<file path="src/rtl/i2c_target_receiver_if.sv">
`default_nettype none
// ============================================================================
//  Module      : i2c_target_receiver_if
//  Description : Bus bundle for the I2C write-only target receiver: raw pad
//                inputs, open-drain SDA pull-down and received-byte status.
//  Revision    : 1.0  initial release
// ============================================================================
interface i2c_target_receiver_if;
    logic       Scl_In;
    logic       Sda_In;
    logic       Sda_Drive_Low_Out;
    logic [7:0] Rx_Data_Out;
    logic       Rx_Valid_Out;
    logic       Start_Det_Out;
    logic       Stop_Det_Out;
    logic       Busy_Out;

    // Bus-side driver: owns the pad levels, observes the target.
    modport master (
        output Scl_In, Sda_In,
        input  Sda_Drive_Low_Out, Rx_Data_Out, Rx_Valid_Out,
               Start_Det_Out, Stop_Det_Out, Busy_Out
    );

    // Target side: samples the pads, drives status and the SDA pull-down.
    modport slave (
        input  Scl_In, Sda_In,
        output Sda_Drive_Low_Out, Rx_Data_Out, Rx_Valid_Out,
               Start_Det_Out, Stop_Det_Out, Busy_Out
    );
endinterface
`default_nettype wire

</file>
<file path="src/rtl/i2c_target_receiver.sv">
`default_nettype none
// ============================================================================
//  Module      : i2c_target_receiver
//  Description : I2C target (write direction only). Synchronises SCL/SDA,
//                detects START/STOP, matches the 7-bit address, ACKs the
//                address and every data byte, and presents each received byte.
//  Option      : define I2C_GENERAL_CALL_EN to also ACK address 7'h00 (write).
//  Revision    : 1.0  initial release
// ============================================================================
module i2c_target_receiver #(
    parameter logic [6:0] TARGET_ADDR = 7'h50
) (
    input  wire logic            Clk_In,
    input  wire logic            Reset_N_In,
    i2c_target_receiver_if.slave bus
);

    typedef enum logic [2:0] {
        S_IDLE     = 3'd0,
        S_ADDR     = 3'd1,
        S_ADDR_ACK = 3'd2,
        S_DATA     = 3'd3,
        S_DATA_ACK = 3'd4,
        S_IGNORE   = 3'd5
    } state_t;

    // Synchroniser and edge-history flops; preset to the idle bus level (1).
    logic scl_meta_q, scl_sync_q, scl_prev_q;
    logic sda_meta_q, sda_sync_q, sda_prev_q;

    state_t     state_q,     state_d;
    logic [2:0] cnt_q,       cnt_d;
    logic [7:0] shift_q,     shift_d;
    logic [7:0] rx_data_q,   rx_data_d;
    logic       rx_valid_q,  rx_valid_d;
    logic       start_det_q, start_det_d;
    logic       stop_det_q,  stop_det_d;
    logic       drive_q,     drive_d;

    logic       scl_rise, scl_fall, start_evt, stop_evt, addr_hit;
    logic [7:0] shifted;

    // Two-stage synchronisers followed by one history flop per pin.
    always_ff @(posedge Clk_In or negedge Reset_N_In) begin
        if (!Reset_N_In) begin
            scl_meta_q <= 1'b1;
            scl_sync_q <= 1'b1;
            scl_prev_q <= 1'b1;
            sda_meta_q <= 1'b1;
            sda_sync_q <= 1'b1;
            sda_prev_q <= 1'b1;
        end else begin
            scl_meta_q <= bus.Scl_In;
            scl_sync_q <= scl_meta_q;
            scl_prev_q <= scl_sync_q;
            sda_meta_q <= bus.Sda_In;
            sda_sync_q <= sda_meta_q;
            sda_prev_q <= sda_sync_q;
        end
    end

    // START/STOP need SCL stable high in both samples, so a simultaneous
    // SCL+SDA change is seen only as an SCL edge.
    assign scl_rise  =  scl_sync_q & ~scl_prev_q;
    assign scl_fall  = ~scl_sync_q &  scl_prev_q;
    assign start_evt =  scl_sync_q &  scl_prev_q &  sda_prev_q & ~sda_sync_q;
    assign stop_evt  =  scl_sync_q &  scl_prev_q & ~sda_prev_q &  sda_sync_q;
    assign shifted   = {shift_q[6:0], sda_sync_q};

`ifdef I2C_GENERAL_CALL_EN
    assign addr_hit = ((shifted[7:1] == TARGET_ADDR) || (shifted[7:1] == 7'h00)) && !shifted[0];
`else
    assign addr_hit = (shifted[7:1] == TARGET_ADDR) && !shifted[0];
`endif

    // State and output registers; reset releases SDA asynchronously.
    always_ff @(posedge Clk_In or negedge Reset_N_In) begin
        if (!Reset_N_In) begin
            state_q     <= S_IDLE;
            cnt_q       <= 3'd0;
            shift_q     <= 8'h00;
            rx_data_q   <= 8'h00;
            rx_valid_q  <= 1'b0;
            start_det_q <= 1'b0;
            stop_det_q  <= 1'b0;
            drive_q     <= 1'b0;
        end else begin
            state_q     <= state_d;
            cnt_q       <= cnt_d;
            shift_q     <= shift_d;
            rx_data_q   <= rx_data_d;
            rx_valid_q  <= rx_valid_d;
            start_det_q <= start_det_d;
            stop_det_q  <= stop_det_d;
            drive_q     <= drive_d;
        end
    end

    // Next-state logic: STOP and START override whatever state we are in.
    always_comb begin
        state_d     = state_q;
        cnt_d       = cnt_q;
        shift_d     = shift_q;
        rx_data_d   = rx_data_q;
        rx_valid_d  = 1'b0;
        start_det_d = 1'b0;
        stop_det_d  = 1'b0;
        drive_d     = drive_q;

        if (stop_evt) begin
            state_d    = S_IDLE;
            cnt_d      = 3'd0;
            drive_d    = 1'b0;
            stop_det_d = 1'b1;
        end else if (start_evt) begin
            state_d     = S_ADDR;
            cnt_d       = 3'd0;
            shift_d     = 8'h00;
            drive_d     = 1'b0;
            start_det_d = 1'b1;
        end else begin
            case (state_q)
                S_ADDR: begin
                    if (scl_rise) begin
                        shift_d = shifted;
                        cnt_d   = cnt_q + 3'd1;
                        if (cnt_q == 3'd7)
                            state_d = addr_hit ? S_ADDR_ACK : S_IGNORE;
                    end
                end
                // First SCL fall after bit 8 pulls SDA low for the ACK clock,
                // the next fall releases it and data reception begins.
                S_ADDR_ACK, S_DATA_ACK: begin
                    if (scl_fall) begin
                        if (!drive_q) begin
                            drive_d = 1'b1;
                        end else begin
                            drive_d = 1'b0;
                            state_d = S_DATA;
                        end
                    end
                end
                S_DATA: begin
                    if (scl_rise) begin
                        shift_d = shifted;
                        cnt_d   = cnt_q + 3'd1;
                        if (cnt_q == 3'd7) begin
                            rx_data_d  = shifted;
                            rx_valid_d = 1'b1;
                            state_d    = S_DATA_ACK;
                        end
                    end
                end
                S_IDLE, S_IGNORE: begin
                    state_d = state_q;
                end
                default: begin
                    state_d = S_IDLE;
                    drive_d = 1'b0;
                end
            endcase
        end
    end

    assign bus.Sda_Drive_Low_Out = drive_q;
    assign bus.Rx_Data_Out       = rx_data_q;
    assign bus.Rx_Valid_Out      = rx_valid_q;
    assign bus.Start_Det_Out     = start_det_q;
    assign bus.Stop_Det_Out      = stop_det_q;
    assign bus.Busy_Out          = (state_q != S_IDLE);

endmodule
`default_nettype wire

</file>
<file path="src/flat_wrapper.sv">
// flat-port wrapper written by rule: the top's interface ports become plain ports
module i2c_target_receiver_flat 
#(
    parameter logic [6:0] TARGET_ADDR = 7'h50
)
  (Clk_In, Reset_N_In, bus_Scl_In, bus_Sda_In, bus_Sda_Drive_Low_Out, bus_Rx_Data_Out, bus_Rx_Valid_Out, bus_Start_Det_Out, bus_Stop_Det_Out, bus_Busy_Out);
  i2c_target_receiver_if bus_i ();
  input  wire logic Clk_In;
  input  wire logic Reset_N_In;
  input wire logic [$bits(bus_i.Scl_In)-1:0] bus_Scl_In;
  input wire logic [$bits(bus_i.Sda_In)-1:0] bus_Sda_In;
  output wire logic [$bits(bus_i.Sda_Drive_Low_Out)-1:0] bus_Sda_Drive_Low_Out;
  output wire logic [$bits(bus_i.Rx_Data_Out)-1:0] bus_Rx_Data_Out;
  output wire logic [$bits(bus_i.Rx_Valid_Out)-1:0] bus_Rx_Valid_Out;
  output wire logic [$bits(bus_i.Start_Det_Out)-1:0] bus_Start_Det_Out;
  output wire logic [$bits(bus_i.Stop_Det_Out)-1:0] bus_Stop_Det_Out;
  output wire logic [$bits(bus_i.Busy_Out)-1:0] bus_Busy_Out;
  assign bus_i.Scl_In = bus_Scl_In;
  assign bus_i.Sda_In = bus_Sda_In;
  assign bus_Sda_Drive_Low_Out = bus_i.Sda_Drive_Low_Out;
  assign bus_Rx_Data_Out = bus_i.Rx_Data_Out;
  assign bus_Rx_Valid_Out = bus_i.Rx_Valid_Out;
  assign bus_Start_Det_Out = bus_i.Start_Det_Out;
  assign bus_Stop_Det_Out = bus_i.Stop_Det_Out;
  assign bus_Busy_Out = bus_i.Busy_Out;
  i2c_target_receiver #(.TARGET_ADDR(TARGET_ADDR)) u_core (.Clk_In(Clk_In), .Reset_N_In(Reset_N_In), .bus(bus_i));
endmodule
</file>
<file path="config.mk">
export PLATFORM = sky130hd
export DESIGN_NAME = i2c_target_receiver_flat
export DESIGN_NICKNAME = d
export VERILOG_FILES = /design/src/rtl/i2c_target_receiver_if.sv /design/src/rtl/i2c_target_receiver.sv /design/src/flat_wrapper.sv
export SDC_FILE = /design/constraint.sdc
export NUM_CORES = 1
export LEC_CHECK = 0
export CAP_MARGIN = 20
export CORE_MARGIN = 4
export CORE_UTILIZATION = 53
export CTS_CLUSTER_SIZE = 28
export DETAILED_ROUTE_END_ITERATION = 10
export PLACE_DENSITY_LB_ADDON = 0.15
export REMOVE_ABC_BUFFERS = 1
export SLEW_MARGIN = 5
export SYNTH_ARGS = -nofsm -noshare
export SYNTH_HDL_FRONTEND = slang
export SYNTH_SLANG_ARGS = --single-unit
</file>
<file path="constraint.sdc">
create_clock -name Clk_In -period 2 [get_ports Clk_In]
set_input_delay 0.5 -clock Clk_In [delete_from_list [all_inputs] [get_ports Clk_In]]
set_output_delay 0.5 -clock Clk_In [all_outputs]
set_load 0.01 [all_outputs]
</file>
==> results of run 1 <==
logic make-up (layout without fill, tap and decap cells):
group	count (synthesis)	count (layout)
DFF	31	31
muxes	9	9
AOI/OAI and AO/OA	22	22
adders and majority gates	3	3
and+or+nand+nor	28	28
buffers and inverters	7	30
area by class of cell:
class,count,area [µm²],share of cell area [%]
Sequential cell,31,783,49.2
Multi-Input combinational cell,62,487,30.6
Timing Repair Buffer,21,198,12.4
Clock buffer,6,51.3,3.22
Clock inverter,2,35.0,2.20
Tap cell,28,35.0,2.20
Inverter,1,3.75,0.236
registers in the layout, indices dropped and copies added, names as in the netlist, 3 cells and up:
signal                  cells
u_core.shift_q              7
u_core.cnt_q                3
u_core.state_q              3
u_core.bus.Rx_Data_Out      8
synth_stat cells (2+ instances only):
library cell  count  share of area (%)
a21oi_1           3                1.2
a22o_1            7                4.7
buf_2             2               0.77
dfrtp_1          25                 48
dfstp_2           6                 12
ha_1              2                1.9
mux2_2            9                7.8
nand2_1           4                1.2
nand2b_1          4                1.9
nor2_1            8                2.3
nor2b_1           2               0.96
o21ai_0           3                1.2
or4_1             3                1.7
routing by layer:
metal / global-route usage (%) / vias up / share of wire, %
li1: - / 412 / -
met1: 21.8 / 455 / 43
met2: 27.7 / 22 / 50
met3: 7.57 / 7 / 4.9
met4: 8.94 / 0 / 2.0
met5: 0 / - / 0
report_power, final:
part	total (W)	internal, W	leakage (nW)	switching (W)
clock	0.000503	0.000295	0.0482	0.000208
combinational	0.000185	0.0000992	0.269	0.0000857
sequential	0.000753	0.000698	0.403	0.0000552
timing repair:
item,4_1_cts,5_1_grt
setup buffers,0,0
cloned,0,0
resized for setup,1,1
endpoints found under the setup margin,1,1
hold buffers,0,0
worst paths after layout:
kind | start | to | slack (ps) | cells after the start
max | u_core.state_q[0]$_DFFE_PN0P_ | bus_Busy_Out | 80 | 2
min | u_core.sda_meta_q$_DFF_PN1_ | u_core.sda_sync_q$_DFF_PN1_ | 360 | 0
max reg2reg | u_core.scl_sync_q$_DFF_PN1_ | u_core.bus.Rx_Data_Out[3]$_DFFE_PN0P_ | 130 | 3
min reg2reg | u_core.sda_meta_q$_DFF_PN1_ | u_core.sda_sync_q$_DFF_PN1_ | 360 | 0
max in group asynchronous | Reset_N_In | u_core.scl_meta_q$_DFF_PN1_ | 1120 | 2
min in group asynchronous | Reset_N_In | u_core.shift_q[1]$_DFFE_PN0P_ | 560 | 2
stage by stage:
step                      utilization [%]  power (W)
after floorplan                         -   0.000867
after global placement               66.2   0.000936
after detailed placement             66.2   0.000950
after CTS                            69.9    0.00145
after global routing                 70.0    0.00152
final                                70.0    0.00144
==> run metrics, run 1 <==
CP top delay family simple AND/OR/NAND/NOR gates; die height around 58 µm; Final GP Congestion between 0.8 and 0.9; CTS buffer count 5; Leak about 0.72 nW; Arr. time, crit path between 1000 and 1500 ps; Port Buf Inserts 16; worst clock skew between 7 and 8 ps; Adder-Cell Fraction of Synth Area 2.78%; Fin Hold WS about 360 ps; placed insts 143; synth unique cells 35; VDD IR-drop max ~0.00073 V; CTS root buffer clkbuf_4; initial antenna violation count 0; most frequent cells in the layout dfrtp_1, clkdlybuf4s50_1, mux2_2, nor2_1, a22o_1; initial core utilization 57.3%; min cycle time layout 1920 ps; unrepaired setup endpoints after global routing false; Post-synth ARST share 100%; Core Box Area about 2300 µm²; hpwl dp ~1700 µm; die area 3320 µm²; status complete, no violations; Post-Syn Area 1310 µm²; fillers between 150 and 200; fin crit share ~96%; max incr delay on CP about 470 ps; PwrDens between 900 and 1000 nW/µm²; crit path buf inv count 1; Area Growth Syn to Fin 22.1%; Worst Path Required 1500 ps; EDFF count, synth 0; Critical Path End Type output port; highest clock rate roughly 520 MHz; H-tree Lvls 2; clock sinks 31; post-synthesis mux area share under 10%; final cell count without fillers about 150; startpoint types register; clk buf depth 2; Crit Path Max Fanout 2; Synth Area in XOR/XNOR 0%; cells after synthesis 100; Max-Cap Viols 0; Most used DFF post-synth dfrtp_1; router iterations before antenna repair 4; sequential fraction of the synthesis area 60.0%; Worst-Skew Late Latency approximately 330 ps; # setup viols final 0; largest net degree at the start of global routing 32; die width around 58 µm; Final Net Count about 130; largest family of logic cells by synthesized area simple AND/OR/NAND/NOR gates; Synth Register Bits 31; setup TNS 0 ps; GRT Total Usage between 15 and 20%; cells along the critical path or3_2 > clkdlybuf4s15_1; Avg WL per Cell between 15 and 20 µm; Placed Instance Area around 1500 µm²; DRC errors left 0; Slew Limit Fails 0; syn_area_per_cell between 10 and 15 µm²; final hold vios 0; total grt overflow 0; vias in the first global route a little under 1000; Worst Tran Pin Value just over 500 ps; setup ws final approximately 82 ps; Antenna diodes 0; Ys Warns 0; Hold Path Class register to register; Finished Cell Area 1590 µm²; Routed WL 2580 µm; share of cells above drive strength 1 between 20 and 30%; I/O pin cnt 17; post-route ant nets 0; vias between 800 and 900; CTS tree yes; max_slew headroom roughly 66%; Synth Area in Simple Gates between 10% and 20%; clk slew on worst S/H paths ~90 ps; commonest non-fill, non-tap cell in the layout dfrtp_1; Synth Area in Compound Gates roughly an eighth; Slowest-stage cell, CP or3_2; First DRT Iteration DRCs 22; worst slack, placed 148 ps; critical path type register to output port; row cnt 17; first-pass GRT wire length between 4000 and 5000 µm; vias per cell 5.93
Note: power is estimated with default switching activity, not from simulation.
==> run 2, diff against run 1 <==
ABC_AREA = 1   (was default)
==> run 2 against run 1 <==
Net effect: area after synthesis is 4.5% higher; setup slack better by 180 ps; wire length is 2.9% lower; maximum frequency is 10% higher; critical endpoint is now bus_Rx_Data_Out[0].
==> run metrics, run 2 <==
status complete, no violations; Synth Area in XOR/XNOR 0% (unchanged); hpwl dp 1830 µm (+8.1%); share of cells above drive strength 1 20.9% (-6.7 points); Worst-Skew Late Latency 330 ps (about the same); Leak 0.837 nW (+16%); Most used DFF post-synth dfrtp_1; DRC errors left 0 (unchanged); post-synthesis mux area share 0% (-7.8 points); Net Sw Frac 30.3% (+6.1 points); vias 1038 (+16%); Post-synth ARST share 100% (unchanged); Ys Warns 0 (unchanged); Worst Tran Pin Value 378 ps (-125 ps); Post-Syn Area 1360 µm² (+4.5%); syn_area_per_cell 9.34 µm² (-28%); Slew Limit Fails 0 (unchanged); commonest non-fill, non-tap cell in the layout nand2_1; Critical Path End Type output port; vias in the first global route 1038 (+5.5%); Port Buf Inserts 16 (unchanged); crit path buf inv count 1 (unchanged); EDFF count, synth 0 (unchanged); Clock Power Share 26.6% (-8.3 points); R2R setup slack 470 ps (+340 ps); H-tree Lvls 2 (unchanged); die width 58.7 µm (+1.9%); Placed Instance Area 1560 µm² (+3.4%); Core Box Area 2450 µm² (+7.9%); clock sinks 31 (unchanged); total grt overflow 0 (unchanged); Synth top area share 45.9% (-2.1 points); largest net degree at the start of global routing 32 (unchanged); row cnt 18 (+1); setup TNS 0 ps (unchanged); initial core utilization 55.6% (-1.8 points); max_slew headroom 74.8% (+8.3 points); # setup viols final 0 (unchanged); vias per cell 5.14 (-13%); cells along the critical path clkdlybuf4s50_1; Max-Cap Viols 0 (unchanged); worst clock skew 8.54 ps (+0.562 ps); Routed WL 2510 µm (-2.9%); final hold vios 0 (unchanged); Area Growth Syn to Fin 19.4%; clk slew on worst S/H paths 100 ps (about the same); First DRT Iteration DRCs 30 (+36%); highest clock rate 576 MHz (+10%); P_sw 0.000386 W (+11%); Crit Path Max Fanout 2 (unchanged); PwrDens 782 nW/µm² (-14%); Avg WL per Cell 12.4 µm (-27%); Hold Path Class register to register; Synth Register Bits 31 (unchanged); CTS root buffer clkbuf_4; Final Net Count 177 (+38%); Synth Area in Simple Gates 22.6% (+9.2 points); clk buf depth 2 (unchanged); fin crit share 86.9% (-9.1 points); most instantiated library cell after synthesis nand2_1; Synth top cells by count nand2_1, dfrtp_1, inv_1; router iterations before antenna repair 4 (unchanged); die height 58.7 µm (+1.9%); max incr delay on CP 540 ps (+70 ps); Slowest-stage cell, CP clkdlybuf4s50_1; startpoint types register; Finished Cell Area 1630 µm² (+2.3%); GRT Total Usage 17.2% (-0.81 points); post-route ant nets 0 (unchanged); most frequent cells in the layout nand2_1, dfrtp_1, inv_1, clkdlybuf4s50_1, nand3_1; Seq pwr share 56.0% (+3.8 points); CTS buffer count 5 (unchanged); Worst Path Required 1500 ps (about the same); synth unique cells 18 (-49%); first-pass GRT wire length 4460 µm (-0.91%); Adder-Cell Fraction of Synth Area 1.83% (-0.95 points); Final GP Congestion 0.844 (+2.5%); CTS tree yes; fillers 210 (+32%); initial antenna violation count 0 (unchanged); die area 3450 µm² (+3.9%); cells after synthesis 146 (+46%); I/O pin cnt 17 (unchanged); critical path type register to output port; unrepaired setup endpoints after global routing false; Yosys top cell by area dfrtp_1; min cycle time layout 1740 ps (-181 ps); sequential fraction of the synthesis area 57.4% (-2.6 points); largest family of logic cells by synthesized area simple AND/OR/NAND/NOR gates; Arr. time, crit path 1240 ps (-180 ps); max reg flops 8 (unchanged); Logic pwr share 17.4% (+4.6 points); Synth area leaders dfrtp_1, dfstp_2, nand2_1; Synth Area in Compound Gates 10.5% (-2.5 points); Antenna diodes 0 (unchanged); CP top delay family buffers and inverters; design internal power 0.000887 W (-19%); VDD IR-drop max 0.000560 V (-24%)
-- run 2: cell types whose count changed after synthesis, moves of 4 or more --
cell      previous run  this run
inv_1                1        22
a22o_1               7         0
nand4_1              0         4
nand2b_1             4         0
nand3_1              0         9
o22ai_1              0         6
nand2_1              4        40
o21ai_2              0         8
mux2_2               9         0
-- run 2: layout make-up --
type	count	area, µm²	share of cell area (%)
inverters	25	93.8	5.76
well taps	30	37.5	2.30
multi-input cells	89	475	29.2
clock buffers	5	37.5	2.30
repair buffers	19	185	11.4
clock inverters	3	15.0	0.922
flip-flops and latches	31	785	48.2
-- run 2: timing repair --
action,CTS,global route
hold buffers,0,0
gates resized for setup,1,1
endpoints found under the setup margin,1,1
buffers inserted,0,2
-- run 2: power by group through the flow --
stage	clock network (W)	registers, W	logic [W]
2_1_floorplan	0	0.000719	0.000154
6_report	0.000339	0.000713	0.000221
3_5_place_dp	0	0.000726	0.000223
5_1_grt	0.000378	0.000722	0.000259
3_3_place_gp	0	0.000721	0.000212
4_1_cts	0.000350	0.000713	0.000224
-- run 2: cells by family (layout without fill, tap and decap cells) --
group                    after synthesis  after routing
AO/OA/AOI/OAI                         21             21
buffers and inverters                 26             52
adder cells (fa/ha/maj)                2              2
flip-flops                            31             31
AND/OR/NAND/NOR                       66             66
-- run 2: worst paths after layout --
kind / startpoint / to / cells after the start
max in group asynchronous: Reset_N_In / u_core.scl_meta_q$_DFF_PN1_ / 2
min reg2reg: u_core.scl_meta_q$_DFF_PN1_ / u_core.scl_sync_q$_DFF_PN1_ / 0
max: u_core.bus.Rx_Data_Out[0]$_DFFE_PN0P_ / bus_Rx_Data_Out[0] / 1
max reg2reg: u_core.sda_sync_q$_DFF_PN1_ / u_core.state_q[0]$_DFFE_PN0P_ / 7
min: u_core.scl_meta_q$_DFF_PN1_ / u_core.scl_sync_q$_DFF_PN1_ / 0
min in group asynchronous: Reset_N_In / u_core.shift_q[5]$_DFFE_PN0P_ / 2
-- run 2: worst register-to-register path, stage by stage (launching register included) --
cell and delay, ps:
dfstp_2 570, inv_1 80, nand4_1 150, o21ai_0 170, inv_1 210, o21ai_0 120
nand2_1 70, nand2_1 50
-- run 2: per-layer routing --
| layer | track usage (%) | part of all wire [%] |
|---|---|---|
| met1 | 21.4 | 45 |
| met2 | 27.8 | 48 |
| met3 | 4.82 | 5.7 |
| met4 | 8.09 | 1.8 |
| met5 | 0 | 0 |
-- run 2: stage by stage --
step	setup WS [ps]	cells	power, W	hold WS [ps]	util, %
after global routing	203	202	0.00136	358	66.4
after CTS	37.3	200	0.00129	351	65.6
after global placement	377	192	0.000933	346	63.5
final	263	202	0.00127	348	66.4
after detailed placement	351	192	0.000948	347	63.5
after floorplan	703	145	0.000873	204	-
